## src/rtl/uart_tx_arb.sv

```systemverilog
// Packet-granular round-robin arbiter sharing one uart_tx between N_REQ byte streams.
// Byte flow toward uart_tx is gated by a synchronized RS232 CTS input.
module uart_tx_arb #(
  parameter int N_REQ      = 2,
  parameter int MAX_PKT    = 64,
  parameter int CTS_EN     = 1,
  parameter int CTS_ACTIVE = 1
) (
  input  logic                 clk,
  input  logic                 reset_,
  input  logic [N_REQ-1:0]     in_req,
  output logic [N_REQ-1:0]     in_ready,
  input  logic [8*N_REQ-1:0]   in_data,
  input  logic [N_REQ-1:0]     in_last,
  output logic                 tx_req,
  input  logic                 tx_ready,
  output logic [7:0]           tx_data,
  input  logic                 uart_cts,
  output logic [N_REQ-1:0]     grant,
  output logic                 busy
);

  localparam int                IDXW    = (N_REQ > 1) ? $clog2(N_REQ) : 1;
  localparam logic              CTS_ON  = (CTS_ACTIVE != 0);
  localparam logic              CTS_OFF = ~CTS_ON;
  localparam logic [7:0]        MAX_CNT = 8'(MAX_PKT);
  localparam logic [IDXW-1:0]   RR_INIT = IDXW'(N_REQ - 1);
  localparam logic [N_REQ-1:0]  ONE_HOT = {{(N_REQ-1){1'b0}}, 1'b1};

  typedef enum logic {
    IDLE   = 1'b0,
    LOCKED = 1'b1
  } state_t;

  state_t           state_r, state_n;
  logic [N_REQ-1:0] grant_r, grant_n;
  logic [IDXW-1:0]  owner_r, owner_n;
  logic [IDXW-1:0]  rr_ptr_r, rr_ptr_n;
  logic [7:0]       byte_cnt_r, byte_cnt_n;
  logic             busy_r;
  logic             cts_meta_r, cts_sync_r;
  logic             cts_ok_s;
  logic             pick_valid_s;
  logic [IDXW-1:0]  pick_idx_s;
  logic             xfer_s;

  // First requesting index after ptr, wrapping; MSB of the result flags a hit.
  function automatic logic [IDXW:0] rr_pick(input logic [N_REQ-1:0] req,
                                            input logic [IDXW-1:0]  ptr);
    logic            found;
    logic [IDXW-1:0] idx;
    int              cand;
    found = 1'b0;
    idx   = '0;
    for (int k = 1; k <= N_REQ; k++) begin
      cand = (int'(ptr) + k) % N_REQ;
      if (!found && req[cand[IDXW-1:0]]) begin
        found = 1'b1;
        idx   = cand[IDXW-1:0];
      end
    end
    return {found, idx};
  endfunction

  assign {pick_valid_s, pick_idx_s} = rr_pick(in_req, rr_ptr_r);
  assign cts_ok_s = (CTS_EN == 0) ? 1'b1 : (cts_sync_r == CTS_ON);
  assign grant    = grant_r;
  assign busy     = busy_r;

  // Two-flop synchronizer for the asynchronous CTS pin, reset to "not clear".
  always_ff @(posedge clk or negedge reset_) begin
    if (!reset_) begin
      cts_meta_r <= CTS_OFF;
      cts_sync_r <= CTS_OFF;
    end else begin
      cts_meta_r <= uart_cts;
      cts_sync_r <= cts_meta_r;
    end
  end

  // Arbiter state, grant bookkeeping and registered status outputs.
  always_ff @(posedge clk or negedge reset_) begin
    if (!reset_) begin
      state_r    <= IDLE;
      grant_r    <= '0;
      owner_r    <= '0;
      rr_ptr_r   <= RR_INIT;
      byte_cnt_r <= 8'd0;
      busy_r     <= 1'b0;
    end else begin
      state_r    <= state_n;
      grant_r    <= grant_n;
      owner_r    <= owner_n;
      rr_ptr_r   <= rr_ptr_n;
      byte_cnt_r <= byte_cnt_n;
      busy_r     <= (state_n == LOCKED);
    end
  end

  // Next-state logic plus the combinational byte path from the owner to uart_tx.
  always_comb begin
    state_n    = state_r;
    grant_n    = grant_r;
    owner_n    = owner_r;
    rr_ptr_n   = rr_ptr_r;
    byte_cnt_n = byte_cnt_r;
    tx_req     = 1'b0;
    tx_data    = 8'h00;
    in_ready   = '0;
    xfer_s     = 1'b0;
    case (state_r)
      IDLE: begin
        if (cts_ok_s && pick_valid_s) begin
          grant_n    = ONE_HOT << pick_idx_s;
          owner_n    = pick_idx_s;
          byte_cnt_n = 8'd0;
          state_n    = LOCKED;
        end else begin
          state_n = IDLE;
        end
      end
      LOCKED: begin
        tx_data           = in_data[{owner_r, 3'b000} +: 8];
        tx_req            = in_req[owner_r] & cts_ok_s;
        in_ready[owner_r] = tx_ready & cts_ok_s;
        xfer_s            = tx_req & tx_ready;
        if (xfer_s) begin
          byte_cnt_n = byte_cnt_r + 8'd1;
          // Releasing always passes through IDLE, so the next owner costs one idle clock.
          if (in_last[owner_r] || (byte_cnt_n == MAX_CNT)) begin
            grant_n  = '0;
            rr_ptr_n = owner_r;
            state_n  = IDLE;
          end else begin
            state_n = LOCKED;
          end
        end else begin
          state_n = LOCKED;
        end
      end
      default: begin
        state_n = IDLE;
        grant_n = '0;
      end
    endcase
  end

endmodule

```

## config.mk

```make
export PLATFORM = sky130hd
export DESIGN_NAME = uart_tx_arb
export DESIGN_NICKNAME = d
export VERILOG_FILES = /design/src/rtl/uart_tx_arb.sv
export SDC_FILE = /design/constraint.sdc
export NUM_CORES = 1
export LEC_CHECK = 0
export BUFFER_PORTS_ARGS = -buffer_cell sky130_fd_sc_hd__buf_2
export CAP_MARGIN = 20
export CORE_MARGIN = 5
export CORE_UTILIZATION = 45
export CTS_BUF_LIST = sky130_fd_sc_hd__clkbuf_16
export DETAILED_ROUTE_END_ITERATION = 10
export GPL_TIMING_DRIVEN = 0
export HOLD_SLACK_MARGIN = 0.03
export PLACE_DENSITY = 0.77
export RECOVER_POWER = 50
export SLEW_MARGIN = 5
export SYNTH_ARGS = -nofsm -noshare
export SYNTH_HDL_FRONTEND = slang
export SYNTH_SLANG_ARGS = --single-unit
```

## constraint.sdc

```tcl
create_clock -name clk -period 3.3 [get_ports clk]
set_input_delay 0 -clock clk [delete_from_list [all_inputs] [get_ports clk]]
set_output_delay 0 -clock clk [all_outputs]
set_load 0.03 [all_outputs]
```

Yosys cells after proc, flatten, opt, wreduce, memory -nomap -nowiden:

Index checks and enable logic that the tools add are counted.

* bits in registers: 15
* latch bits: 0
* output and inout port bits: 14
* memories kept: 0
* memory bits (writable): 0
* ROM bits: 0
* input bits: 24

* multipliers: 0
* muxes and demuxes: 28
* $add $sub $neg: 3
* $lt $le $gt $ge: 4
* shifts and indexed selects: 2
* reduce and logical (&&, ||, !) cells: 9
* bitwise logic cells: 5
* divide/modulo/power cells: 0
* eq/ne operators: 4

Operators by type and width (number)
* 8-bit 2-to-1 mux: 3
* 1-bit 2-to-1 mux: 17
* 8-bit one-hot mux with 2 select lines: 1
* 16-bit by 5-bit variable part select with 8-bit output: 1
* 8-bit by 1-bit adder with 8-bit output (second input constant): 1
* 8-bit by 7-bit == test with 1-bit output (second input constant): 1
* 2-bit 2-to-1 mux: 4
* 1-bit by 2-bit < comparator with 1-bit output (second input constant): 3
* 3-bit AND reduction: 2
* 2-bit by 1-bit != test with 1-bit output (second input constant): 2
* 2-bit one-hot mux with 2 select lines: 1
* 2-bit AND reduction: 2
* 1-bit AND: 3
* 1-bit logical AND: 3
* 1-bit adder (second input constant): 2
* 2-bit AND: 1
* 2-bit != test (second input constant): 1
* 1-bit one-hot mux with 2 select lines: 1
* 1-bit by 1-bit left shift with 2-bit output (first input constant): 1
* 1-bit demux with 1-bit select: 1
* 1-bit >= comparator (second input constant): 1
* 1-bit zero test: 1
* 1-bit logical OR: 1
* 1-bit inverter: 1

Longest topological paths before layout:

* depth after elaboration: 10
* mapped depth: 7

Worst setup path before layout:

No wires, ideal clock.

* kind: reg-to-reg
* start: reg, netlist name busy
* end: reg grant_r[0] (netlist: grant[0])
* data arrival time: 1587 ps
* path slack: 1591 ps
* period minus slack after synthesis: 1709 ps
* buffers on the path: 1
* library setup time: 122 ps
* cell stages (with the launch flop): 7
* required time: 3178 ps
* cell sequence: dfrtp_1 > nand3_1 > or2_1 > and2_1 > buf_6 > a31o_1 > a32o_1

RTL lines
* to (signal assigned): line 92 `grant_r <= grant_n;`
* to (decl): line 36 `logic [N_REQ-1:0] grant_r, grant_n;`

Final worst setup path:

* start: reg byte_cnt_r[4]
* end: reg rr_ptr_r

* word-level cells in the longest chain between the ends: 4

RTL lines
* from (decl): line 39 `logic [7:0] byte_cnt_r, byte_cnt_n;`
* from (signal assigned): line 95 `byte_cnt_r <= byte_cnt_n;`
* 8-bit by 1-bit adder with 8-bit output: line 128 `byte_cnt_n = byte_cnt_r + 8'd1;`
* 8-bit by 7-bit == test with 1-bit output: line 130 `if (in_last[owner_r] || (byte_cnt_n == MAX_CNT)) begin`
* 1-bit logical OR: line 130
* 3-bit AND reduction (no line)
* to (signal assigned): line 94 `rr_ptr_r <= rr_ptr_n;`
* to (decl): line 38 `logic [IDXW-1:0] rr_ptr_r, rr_ptr_n;`

No other way between the ends.
A chain may end at the register's enable or synchronous reset.

==> metrics.txt <==
syn_area_per_cell 8.71 um2; Post-synth top flop dfrtp_1; Hold Path Origin in_req[0]; most common cell in the netlist nor2_1; Inserted Clock Buffers 3; Placer Congestion 0.829; DR DRC count 0; Critical Path Source byte_cnt_r[4]; Synth cell types 31; Tmin final 1840 ps; largest net degree at the start of global routing 16; Critical Path Fanout Max 7; GRT Total Usage roughly 17%; Worst path max stage delay about 440 ps; Initial Util approximately 47%; initial antenna violation count 0; CP Buf/Inv Count 0; CTS H-tree lvls 1; # clock sinks 15; number of global-route vias before repair roughly 870; IO Count 38; total wire length ~2200 um; CP max-delay cell dfrtp_1; first drt pass iteration count 4; Total Power 0.894 mW; Rel. slew slack 46.7%; die width 54.7 um; startpoint types flip-flop; Worst Path Arrival 2010 ps; nets roughly 170; FF-to-FF Start byte_cnt_r[4]; CTS root buf clkbuf_16; top cell type's share of synthesized area 39.1%; synthesized area ~900 um2; Max Fclk 543 MHz; non-filler cells, final between 150 and 200; full die area approximately 0.0030 mm2; DRT iter0 DRCs 17; vias per cell ~5.2; crit-path cells or3b_1 > mux2i_1 > nand4_1 > a21oi_1 > mux2_1; placement row count 16; DP HPWL 1680 um; register bit total from synthesis 15; CTS tree done; final core utilization 62.9%; Synth top cells by count nor2_1 (19), dfrtp_1 (14), mux2i_1 (11), o21ai_0 (11), nand2_1 (10); Layout Area Growth over Synthesis 34.7%; Min-Delay Path Class primary input to flip-flop; Synth area leader dfrtp_1; status completed; Clock Latency Late Sink about 240 ps; Worst EP required 3470 ps; cell family with most CP delay simple AND/OR/NAND/NOR gates; count of final hold-check violations 0; fill count ~170; fin crit share 55.8%; max_cap viols 0; Die Ht 54.7 um; GR Overflow Total 0; setup TNS 0 ps; number of synthesized flops with an enable pin 0; # port buffers 37; peak supply drop 0.000490 V; sequential element share of the synthesized area around two fifths; Worst Tran Pin Value between 700 and 800 ps; Max Buffers Root-to-Sink 2; Synth Instances 103; Pins Over Slew Limit 0; cell total after placement 167; RSZ-0062 raised after global routing false; Reg clk slew, reported paths 50 ps; PD cells between 700 and 800 mW/mm2; Synthesized Nets 128; kind of critical path flip-flop to flip-flop; Routed Antenna Nets 0; Async S/R FF share, synth 100%; clock skew 4.27 ps; WL per Instance 12.7 um; vias 901; endpoints failing setup 0; first-pass GRT wire length 3650 um; ratio of cells with drive above 1 in the final layout 26.7%; top cells by area, synth dfrtp_1 (39%), mux2i_1 (12%), nor2_1 (7.9%), o21ai_0 (6.1%), nand2_1 (4.2%); Crit. End Element flip-flop; Pleak 0.584 nW; Antenna Cells 0; core area 0.00192 mm2; synth warn 0
==> metrics by stage <==
| stage | hold WS, ps | instance area [um2] | worst slack, ps |
|---|---|---|---|
| floorplan | -296 | 897 | 1590 |
| global placement | -83.8 | 1120 | 1510 |
| detailed placement | -79.9 | 1120 | 1500 |
| CTS | 61.4 | 1210 | 1480 |
| global route | 89.7 | 1210 | 1370 |
| finish | 70.8 | 1210 | 1460 |
==> state kept, by name, indices dropped and copies added, names as in the netlist <==
register and cells:
rr_ptr_r 1, busy 1, owner_r 1, cts_ok_s 1, grant 2, byte_cnt_r 8
cts_meta_r 1
==> what timing repair did <==
action	CTS	global route
gates resized for setup	0	0
hold buffers	2	0
hold endpoints to repair	16	0
setup buffers	0	0
==> power breakdown <==
part | switching (mW) | leakage, nW | internal (mW) | total (mW)
Combinational | 0.256 | 0.351 | 0.144 | 0.400
Sequential | 0.0344 | 0.191 | 0.231 | 0.265
Clock | 0.0679 | 0.0423 | 0.160 | 0.228
==> cell type report <==
class | instances | area (um2) | share of cell area, %
Clock buffer | 3 | 75.1 | 6.21
Multi-Input combinational cell | 82 | 485 | 40.2
Buffer | 4 | 27.5 | 2.28
Clock inverter | 1 | 3.75 | 0.311
Timing Repair Buffer | 39 | 199 | 16.5
Tap cell | 27 | 33.8 | 2.80
Sequential cell | 15 | 377 | 31.2
Inverter | 2 | 7.51 | 0.621
==> final timing paths <==
check	endpoint	slack [ps]	cells after the start
worst max-delay path	rr_ptr_r	1460	5
worst min-delay path	grant[0]	70	2
worst max register to register	rr_ptr_r	1460	5
worst min register to register	cts_ok_s	350	0
max in group asynchronous	byte_cnt_r[0]	2440	2
min in group asynchronous	byte_cnt_r[3]	360	2
==> cells in the final DEF (no fill, tap or decap), drive strengths merged, types with 2 or more instances in the layout <==
cell	Yosys	layout
a21o	2	2
clkbuf	1	9
a21oi	3	3
nand2	10	10
nand3	4	4
nor2	19	19
inv	1	2
buf	3	35
o21ai	14	14
mux2i	11	11
dlygate4sd3	0	2
o31ai	2	2
dfrtp	14	14
nand4	2	2
and2	3	3
==> routing by layer <==
metal | global-route usage (%) | routed length [um] | part of all wire [%] | vias to the layer above
li1 | - | - | - | 449
met2 | 25.0 | 1110 | 51 | 26
met3 | 4.63 | 114 | 5.2 | 5
met4 | 10.4 | 39 | 1.8 | 0
met5 | 0 | 0 | 0 | -
met1 | 22.3 | 932 | 42 | 421
==> cell families (layout without fill, tap and decap cells) <==
family          count (synthesis)  after routing  share of synthesized area (%)
compound gates                 25             25                           16.7
mux                            12             12                           13.5
buf+inv                         6             49                           3.90
fa+ha+maj                       1              1                           1.39
flops                          15             15                           42.0
simple gates                   44             44                           22.5
(Power assumes the default switching activity.)
